## config.mk

```make
export PLATFORM = sky130hd
export DESIGN_NAME = imem_fetch
export DESIGN_NICKNAME = d
export VERILOG_FILES = /design/src/rtl/legv8_pkg.sv /design/src/rtl/imem_array.sv /design/src/rtl/imem_fetch.sv
export SDC_FILE = /design/constraint.sdc
export NUM_CORES = 2
export LEC_CHECK = 0
export ABC_AREA = 1
export BUFFER_PORTS_ARGS = -buffer_cell sky130_fd_sc_hd__buf_2
export CORE_AREA = 2 2 469 517
export CTS_BUF_LIST = sky130_fd_sc_hd__clkbuf_8
export CTS_CLUSTER_DIAMETER = 50
export DETAILED_ROUTE_END_ITERATION = 16
export DIE_AREA = 0 0 471 519
export SLEW_MARGIN = 0
export SYNTH_ARGS = -nofsm -noshare
export SYNTH_HDL_FRONTEND = slang
export SYNTH_SLANG_ARGS = --single-unit
```

## constraint.sdc

```tcl
create_clock -name clk -period 11.8 [get_ports clk]
set_input_delay 2.36 -clock clk [delete_from_list [all_inputs] [get_ports clk]]
set_output_delay 2.36 -clock clk [all_outputs]
set_load 0.01 [all_outputs]
```

## src/rtl/legv8_pkg.sv

```systemverilog
// Shared LEGv8 constants: instruction width, canonical NOP encoding and fetch fault codes.
package legv8_pkg;
    localparam int INST_W = 32;
    localparam logic [INST_W-1:0] LEGV8_NOP = 32'hD503201F;

    localparam logic [1:0] FETCH_OK       = 2'b00;
    localparam logic [1:0] FETCH_MISALIGN = 2'b01;
    localparam logic [1:0] FETCH_RANGE    = 2'b10;
endpackage

```

## src/rtl/imem_array.sv

```systemverilog
// Instruction RAM: single write port, registered read port; the read register is the response data stage.
// Latency 1 cycle on read; rd_data holds its value whenever rd_en is low.
module imem_array
    import legv8_pkg::*;
#(
    parameter int DEPTH = 64,
    parameter int AW    = $clog2(DEPTH)
) (
    input  logic              clk,
    input  logic              reset,
    input  logic              wr_en,
    input  logic [AW-1:0]     wr_addr,
    input  logic [INST_W-1:0] wr_data,
    input  logic              rd_en,
    input  logic [AW-1:0]     rd_addr,
    output logic [INST_W-1:0] rd_data
);

    logic [INST_W-1:0] mem [DEPTH];

    // Storage is deliberately not reset so a loaded program survives reset.
    always_ff @(posedge clk) begin
        if (wr_en) begin
            mem[wr_addr] <= wr_data;
        end
    end

    always_ff @(posedge clk) begin
        if (reset) begin
            rd_data <= LEGV8_NOP;
        end else if (rd_en) begin
            rd_data <= mem[rd_addr];
        end
    end

endmodule

```

## src/rtl/imem_fetch.sv

```systemverilog
// Instruction fetch port: valid/ready PC request, one-cycle registered response with fault decode.
// Response held while resp_valid && !resp_ready; program loads block requests.
module imem_fetch
    import legv8_pkg::*;
#(
    parameter int DEPTH = 64,
    parameter int PC_W  = 64,
    parameter int CNT_W = 32,
    localparam int AW   = $clog2(DEPTH)
) (
    input  logic              clk,
    input  logic              reset,
    input  logic              req_valid,
    output logic              req_ready,
    input  logic [PC_W-1:0]   req_pc,
    output logic              resp_valid,
    input  logic              resp_ready,
    output logic [INST_W-1:0] resp_inst,
    output logic [PC_W-1:0]   resp_pc,
    output logic [1:0]        resp_fault,
    input  logic              flush,
    input  logic              ld_en,
    input  logic [AW-1:0]     ld_addr,
    input  logic [INST_W-1:0] ld_data,
    output logic [CNT_W-1:0]  fetch_cnt
);

    logic              accept;
    logic              misalign;
    logic              out_of_range;
    logic [1:0]        fault_d;
    logic [INST_W-1:0] rd_data;

    assign req_ready = !reset && !ld_en && (!resp_valid || resp_ready);
    assign accept    = req_valid && req_ready && !flush;

    // Upper PC bits are checked rather than dropped so high PCs never alias into the array.
    assign misalign     = (req_pc[1:0] != 2'b00);
    assign out_of_range = (req_pc[PC_W-1:AW+2] != '0);

    always_comb begin
        fault_d = FETCH_OK;
        if (misalign) begin
            fault_d = FETCH_MISALIGN;
        end else if (out_of_range) begin
            fault_d = FETCH_RANGE;
        end
    end

    imem_array #(
        .DEPTH (DEPTH)
    ) u_array (
        .clk     (clk),
        .reset   (reset),
        .wr_en   (ld_en),
        .wr_addr (ld_addr),
        .wr_data (ld_data),
        .rd_en   (accept),
        .rd_addr (req_pc[AW+1:2]),
        .rd_data (rd_data)
    );

    always_ff @(posedge clk) begin
        if (reset) begin
            resp_valid <= 1'b0;
            resp_pc    <= '0;
            resp_fault <= FETCH_OK;
        end else begin
            if (flush) begin
                resp_valid <= 1'b0;
            end else if (accept) begin
                resp_valid <= 1'b1;
            end else if (resp_ready) begin
                resp_valid <= 1'b0;
            end
            if (accept) begin
                resp_pc    <= req_pc;
                resp_fault <= fault_d;
            end
        end
    end

    assign resp_inst = (resp_fault == FETCH_OK) ? rd_data : LEGV8_NOP;

    always_ff @(posedge clk) begin
        if (reset) begin
            fetch_cnt <= '0;
        end else if (accept && (fault_d == FETCH_OK) && (fetch_cnt != {CNT_W{1'b1}})) begin
            fetch_cnt <= fetch_cnt + CNT_W'(1);
        end
    end

endmodule

```

Word level (Yosys, flattened, before mapping)

Memory sizes are Yosys's and may differ from the RTL's. A register that Yosys moved wholly into a read port is not among the register bits.
Index checks and enable logic that the tools add are counted.

Muxes and demuxes: 7
Add/subtract/negate cells: 1
Reductions and logical operators: 17
Eq/ne operators: 1

Operators by type and width:

| kind                    | count |
|---|---|
| $reduce_bool A56 Y1     | 1 |
| $add A32 B1 Y32 const B | 1 |
| $mux W32                | 1 |
| $ne A32 B32 Y1 const B  | 1 |
| $logic_and A1 B1 Y1     | 6 |
| $logic_not A1 Y1        | 4 |
| $logic_not A2 Y1        | 2 |
| $mux W1                 | 4 |
| $mux W2                 | 2 |
| $reduce_bool A2 Y1      | 2 |
| $reduce_or A2 Y1        | 1 |
| $logic_or A1 B1 Y1      | 1 |

Memories: 1
Word-level logic and storage cells: 31
Flip-flop bits (word level): 99
RAM bits: 2048

Memory list:

| memory      | words | bits a word | rd ports | clocked after Yosys merged registers in | write ports | line             | source |
|---|---|---|---|---|---|---|---|
| u_array.mem | 64    | 32          | 1        | 1                                       | 1           | imem_array.sv:19 | `logic [INST_W-1:0] mem [DEPTH];` |

Logic depth before layout (Yosys ltp)

Depth after elaboration: 7
Mapped depth: 14
Mapped depth without buffers: 12

Modules after synthesis

From an unflattened synthesis, not the netlist that was laid out.

Cells, all modules: 7714
Area, all modules: 88233.4 µm²

By module, submodules not included:

| module     | seq. area each (µm²) | area an instance (µm²) | cells an instance | instances |
|---|---|---|---|---|
| imem_array | 62139.6              | 83425.0                | 6972              | 1 |
| imem_fetch | 1981.9               | 4808.4                 | 742               | 1 |

Least setup slack after synthesis

Ideal clock, no wire load.

Kind: input -> register
Start: input port ld_en
End: memory u_array.mem[32][0], enable pin
Setup time: 0.502 ns
Arrival: 6.014 ns
Stages: 3
Path slack: 5.284 ns
Cells stage by stage: clkbuf_1 -> nand4_1 -> nor4_1

Word-level cells in the longest chain between the ends: 2

RTL lines:

| item                          | line             | source |
|---|---|---|
| from (decl)                   | imem_fetch.sv:22 | `input logic ld_en,` |
| $mux W1                       | imem_array.sv:23 | `if (wr_en) begin` |
| $mux W1 (implied by the code) | imem_array.sv:24 | `mem[wr_addr] <= wr_data;` |
| to (decl)                     | imem_array.sv:19 |  |

No other way between the ends.

==> flow_results.org <==
** Run status
- Status :: finished, final reports clean

** Die
- The total area inside the core boundary comes to approximately 0.24 mm^2.
- For this design the top-level I/O count stands at between 200 and 250.
- Die Area :: 0.244 mm^2
- Die Wd :: between 400 and 500 um
- Initial cell density of the core :: 0.368
- Number of rows in the core area :: about 190
- From bottom edge to top edge, the die measures 519 um.

** Placement
- Worst setup slack after placement :: 5.21 ns
- The congestion estimate from routability-driven global placement came to roughly 0.9.
- IO buf count :: 239
- HPWL after detailed placement :: ~140,000 um

** Hold path
- The tightest min-delay check is of the flip-flop to flip-flop type.
- The worst hold path begins at resp_pc[57]$_SDFFE_PP0P_.
- Capture endpoint of the worst hold path :: resp_pc[57]$_SDFFE_PP0P_
- The worst hold path passes through 2 cells.

** Setup path
- Critical register-to-register path startpoint :: resp_valid$_SDFFE_PP0P_
- Dominant delay contributor by cell family on the critical path :: buffers and inverters
- The number of cells on the worst reg-to-reg path is 10.
- Slowest Stage Delay on Critical Path :: ~0.73 ns
- The number of buffers and inverters on the critical path is 4.
- Largest driver fanout on the critical path :: ~210
- CP required :: roughly 13 ns
- Setup slack on the worst flop-to-flop path :: approximately 8.5 ns
- Most frequent cell on the critical path :: sky130_fd_sc_hd__nand3_1
- STA classifies the critical path endpoint as a flip-flop.
- On the critical path, the stage with the largest delay is an instance of sky130_fd_sc_hd__buf_4.
- Cell chain of the critical path :: buf_8, buf_12, buf_4, buf_4, nand2_1, nand3_1, nand3_1, nand3_1, nand3_1, nand3_1, nand2_1, nor2_1
- Path type of the worst setup path :: input port to flip-flop
- Crit path arrival time :: ~6.6 ns
- Worst R2R End :: u_array.rd_data[2]$_SDFFE_PP1P_
- Startpoint type of the worst setup path :: input port

** Clock tree
- TritonCTS built the clock tree.
- Clock input transition at the sequential cells of the worst setup and hold paths :: roughly 0.060 ns
- Buffers inserted to repair hold after CTS numbered 0.
- In this run the deepest clock path goes through 4 buffers.
- In this run, post-CTS repair resized a total of 0 instances.
- Clock sink total :: 2,179
- Buffers inserted during clock tree synthesis total between 300 and 400.
- In this run the post-CTS setup repair buffer count came out at 0.
- Later-pin clock latency in the skew report :: between 1 and 1.5 ns
- H-tree depth :: 5
- In this run the clock root is driven by a sky130_fd_sc_hd__clkbuf_8.

** Logic synthesis
- The compound-cell area share of the yosys netlist was 0.0131.
- Register area share after synthesis :: 0.728
- Number of synthesized register bits :: between 2k and 2.5k
- Yosys attributes the largest share of cell area to sky130_fd_sc_hd__edfxtp_1 70%, sky130_fd_sc_hd__nand2_1 11%, sky130_fd_sc_hd__nand3_1 10%, sky130_fd_sc_hd__dfxtp_1 3.0%, sky130_fd_sc_hd__buf_2 1.7%.
- Summing every instance area after synthesis gives between 0.08 and 0.09 mm^2.
- Of the post-synthesis cell area, the dominant cell type holds 0.698.
- Synth top cells by count :: 2,565 x sky130_fd_sc_hd__nand2_1, 2,048 x sky130_fd_sc_hd__edfxtp_1, 1,790 x sky130_fd_sc_hd__nand3_1, 293 x sky130_fd_sc_hd__buf_2, 217 x sky130_fd_sc_hd__nor2_1
- Dominant combinational cell family by area after synthesis :: simple AND/OR/NAND/NOR gates
- Average cell area after synthesis :: roughly 12 um^2
- Of the total synthesized cell area, the portion taken by full adders, half adders and majority gates is 0.000142.
- Among all flip-flop cells after synthesis, the most frequent one is sky130_fd_sc_hd__edfxtp_1.
- Number of unique standard cell types used by synthesis :: 42
- Gate Count Post-Synth :: roughly 7.6k
- The synthesized design contains between 2k and 2.5k enable-type register cells.
- Count leader, synth :: sky130_fd_sc_hd__nand2_1
- Yosys printed 0 warnings.
- Mux share of post-synthesis cell area :: 0
- XOR/XNOR share of the synthesized area :: 0.00119
- Counting every net in the synthesized netlist gives 7,758.
- Of the total synthesized cell area, the portion taken by AND, OR, NAND and NOR gates is 0.227.
- Top cell type by total area after synthesis :: sky130_fd_sc_hd__edfxtp_1
- Of all flip-flops after synthesis, the portion carrying an async set or reset was 0.

** Pwr
- Worst VDD drop :: between 0.07 and 0.08 mV
- Combinational cell fraction of total power :: 0.064
- In this run the static leakage power is between 30 and 40 nW.
- Power per cell area :: 156 mW/mm^2
- Clock power share :: 0.383
- Switch share :: 0.242
- Switching component of the power :: roughly 3.7 mW
- Internal Power :: roughly 12 mW
- The share of total power dissipated in sequential elements is 0.553.

** Detailed routing
- First-pass detailed-route iteration total :: 7
- In the routed layout, each cell is associated on average with a via count of about 5.4.
- Routed wirelength normalized by instance count :: about 24 um
- The routed layout has 61.1k vias.
- Number of nets with antenna violations after routing :: 0
- Total DRC errors in the routed layout :: 0
- The first routing iteration left about 7.3k violations.
- Final routed wirelength across all metal layers :: about 270,000 um

** Timing
- The worst path meets setup with around 6 ns of slack.
- In this run the tightest slew margin relative to its limit is 0.0252.
- Static timing analysis puts the maximum clock frequency at between 150 and 200 MHz.
- Finish-stage setup viols :: 0
- Minimum period implied by the final worst setup slack :: 5.67 ns
- In the finished design, the share of the clock period the worst path needs comes to 0.481.
- Least-Margin Pin Slew :: about 1.5 ns
- The max-slew violation count came to 0.
- For the final database, setup skew stands at approximately 0.096 ns.
- Sum Neg Setup Slack :: 0 ns
- Unrepaired setup endpoints after global routing :: no
- The final-report hold violation count was 0.

** Flow run
- Across the run, the number of max-cap violations was 0.

** Cells and area
- Post-route core utilization :: 0.412
- Compared with the post-synthesis result, the final layout area differs by 12.2%.
- Proportion of layout cells with a drive suffix above 1 :: 0.112
- In the final design database the tool counted between 8k and 9k nets.
- After filler insertion, the fill cell instance count of the layout stands at ~22k.

** Global routing
- The via count of the first global-routing pass came to slightly below 60k.
- Entering global routing, the biggest net connects 254 pins.
- The first global-routing pass estimated ~400,000 um of wire.
- Total GRT Usage :: 0.215
- Global-route congestion overflow total :: 0
- The number of antenna violations at the first check in global routing is 18.
-- stage by stage --
stage | hold WS (ns) | power (mW) | cell area, um^2 | std cells
finish | 0.481 | 15.4 | 98900 | 11315
global route | 0.504 | 15.9 | 98900 | 11311
CTS | 0.484 | 15.5 | 98900 | 11308
detailed placement | 0.471 | 9.67 | 92700 | 10698
global placement | 0.467 | 9.66 | 92700 | 10698
floorplan | 0.450 | 9.22 | 88100 | 7649
-- worst reg2reg max path, cell delays in order (launching register included) --
cell	delay [ns]
sky130_fd_sc_hd__dfxtp_1	0.31
sky130_fd_sc_hd__inv_1	0.05
sky130_fd_sc_hd__nor2_1	0.06
sky130_fd_sc_hd__nor2_1	0.09
sky130_fd_sc_hd__and2_4	0.48
sky130_fd_sc_hd__inv_4	0.31
sky130_fd_sc_hd__nor2_4	0.54
sky130_fd_sc_hd__buf_4	0.43
sky130_fd_sc_hd__nand2_1	0.11
sky130_fd_sc_hd__nor2_1	0.65
sky130_fd_sc_hd__nor2_1	0.08
-- area by class of cell --
type,count,area [um^2],share of cell area
tap,3151,3940,0.0399
multi-input combinational,4883,21700,0.220
timing repair buffer,387,2460,0.0249
clock inverter,242,1120,0.0113
sequential,2179,64100,0.648
antenna,7,17.5,0.000177
inverter,98,409,0.00414
clock buffer,368,5060,0.0512
-- how the worst max path moves through the flow --
stage / slack (ns) / startpoint / to / cells after the start
6_report: 6.13 / req_pc[2] / u_array.rd_data[3]$_SDFFE_PP1P_ / 12
2_1_floorplan: 5.28 / ld_en / u_array.mem[32][0]$_DFFE_PP_ / 3
3_3_place_gp: 5.29 / req_pc[2] / u_array.rd_data[3]$_SDFFE_PP1P_ / 12
3_5_place_dp: 5.21 / req_pc[2] / u_array.rd_data[3]$_SDFFE_PP1P_ / 12
4_1_cts: 6.31 / reset / req_ready / 4
5_1_grt: 6.02 / req_pc[2] / u_array.rd_data[3]$_SDFFE_PP1P_ / 12
-- sequential cells by signal, summed over array words and instances (netlist names) --
register,count
fetch_cnt,32
resp_fault,2
resp_pc,64
resp_valid,1
u_array.mem,2048
u_array.rd_data,32
-- cells in the final DEF, fill, tap and decap left out, drive strengths merged, types with 13 or more instances in the layout --
cell / synthesis / routed
a21oi: 70 / 70
buf: 385 / 387
clkbuf: 104 / 368
clkinv: 1 / 117
dfxtp: 131 / 131
edfxtp: 2048 / 2048
inv: 97 / 212
nand2: 2571 / 2571
nand3: 1794 / 1794
nand4: 27 / 27
nor2: 231 / 231
nor3: 13 / 13
o21ai: 103 / 103
-- routing by layer --
| layer | share of wire | GRT usage |
|---|---|---|
| met2 | 0.47 | 0.350 |
| met1 | 0.40 | 0.277 |
| met3 | 0.081 | 0.0353 |
| met5 | 0.000037 | 0 |
| met4 | 0.052 | 0.110 |
-- logic make-up after synthesis --
logic type,Yosys count
AO/OA/AOI/OAI,214
buffers and inverters,587
AND/OR/NAND/NOR,4656
flip-flops,2179
adder cells (fa/ha/maj),1
XOR/XNOR,12
-- power by group through the flow --
stage,Sequential (mW),Clock [mW],Combinational [mW]
final,8.54,5.91,0.988
after global routing,8.54,6.32,1.06
after CTS,8.54,6.01,0.979
after detailed placement,8.70,0,0.976
after global placement,8.70,0,0.966
after floorplan,8.69,0,0.526
Power figures use the tool's default switching activity.
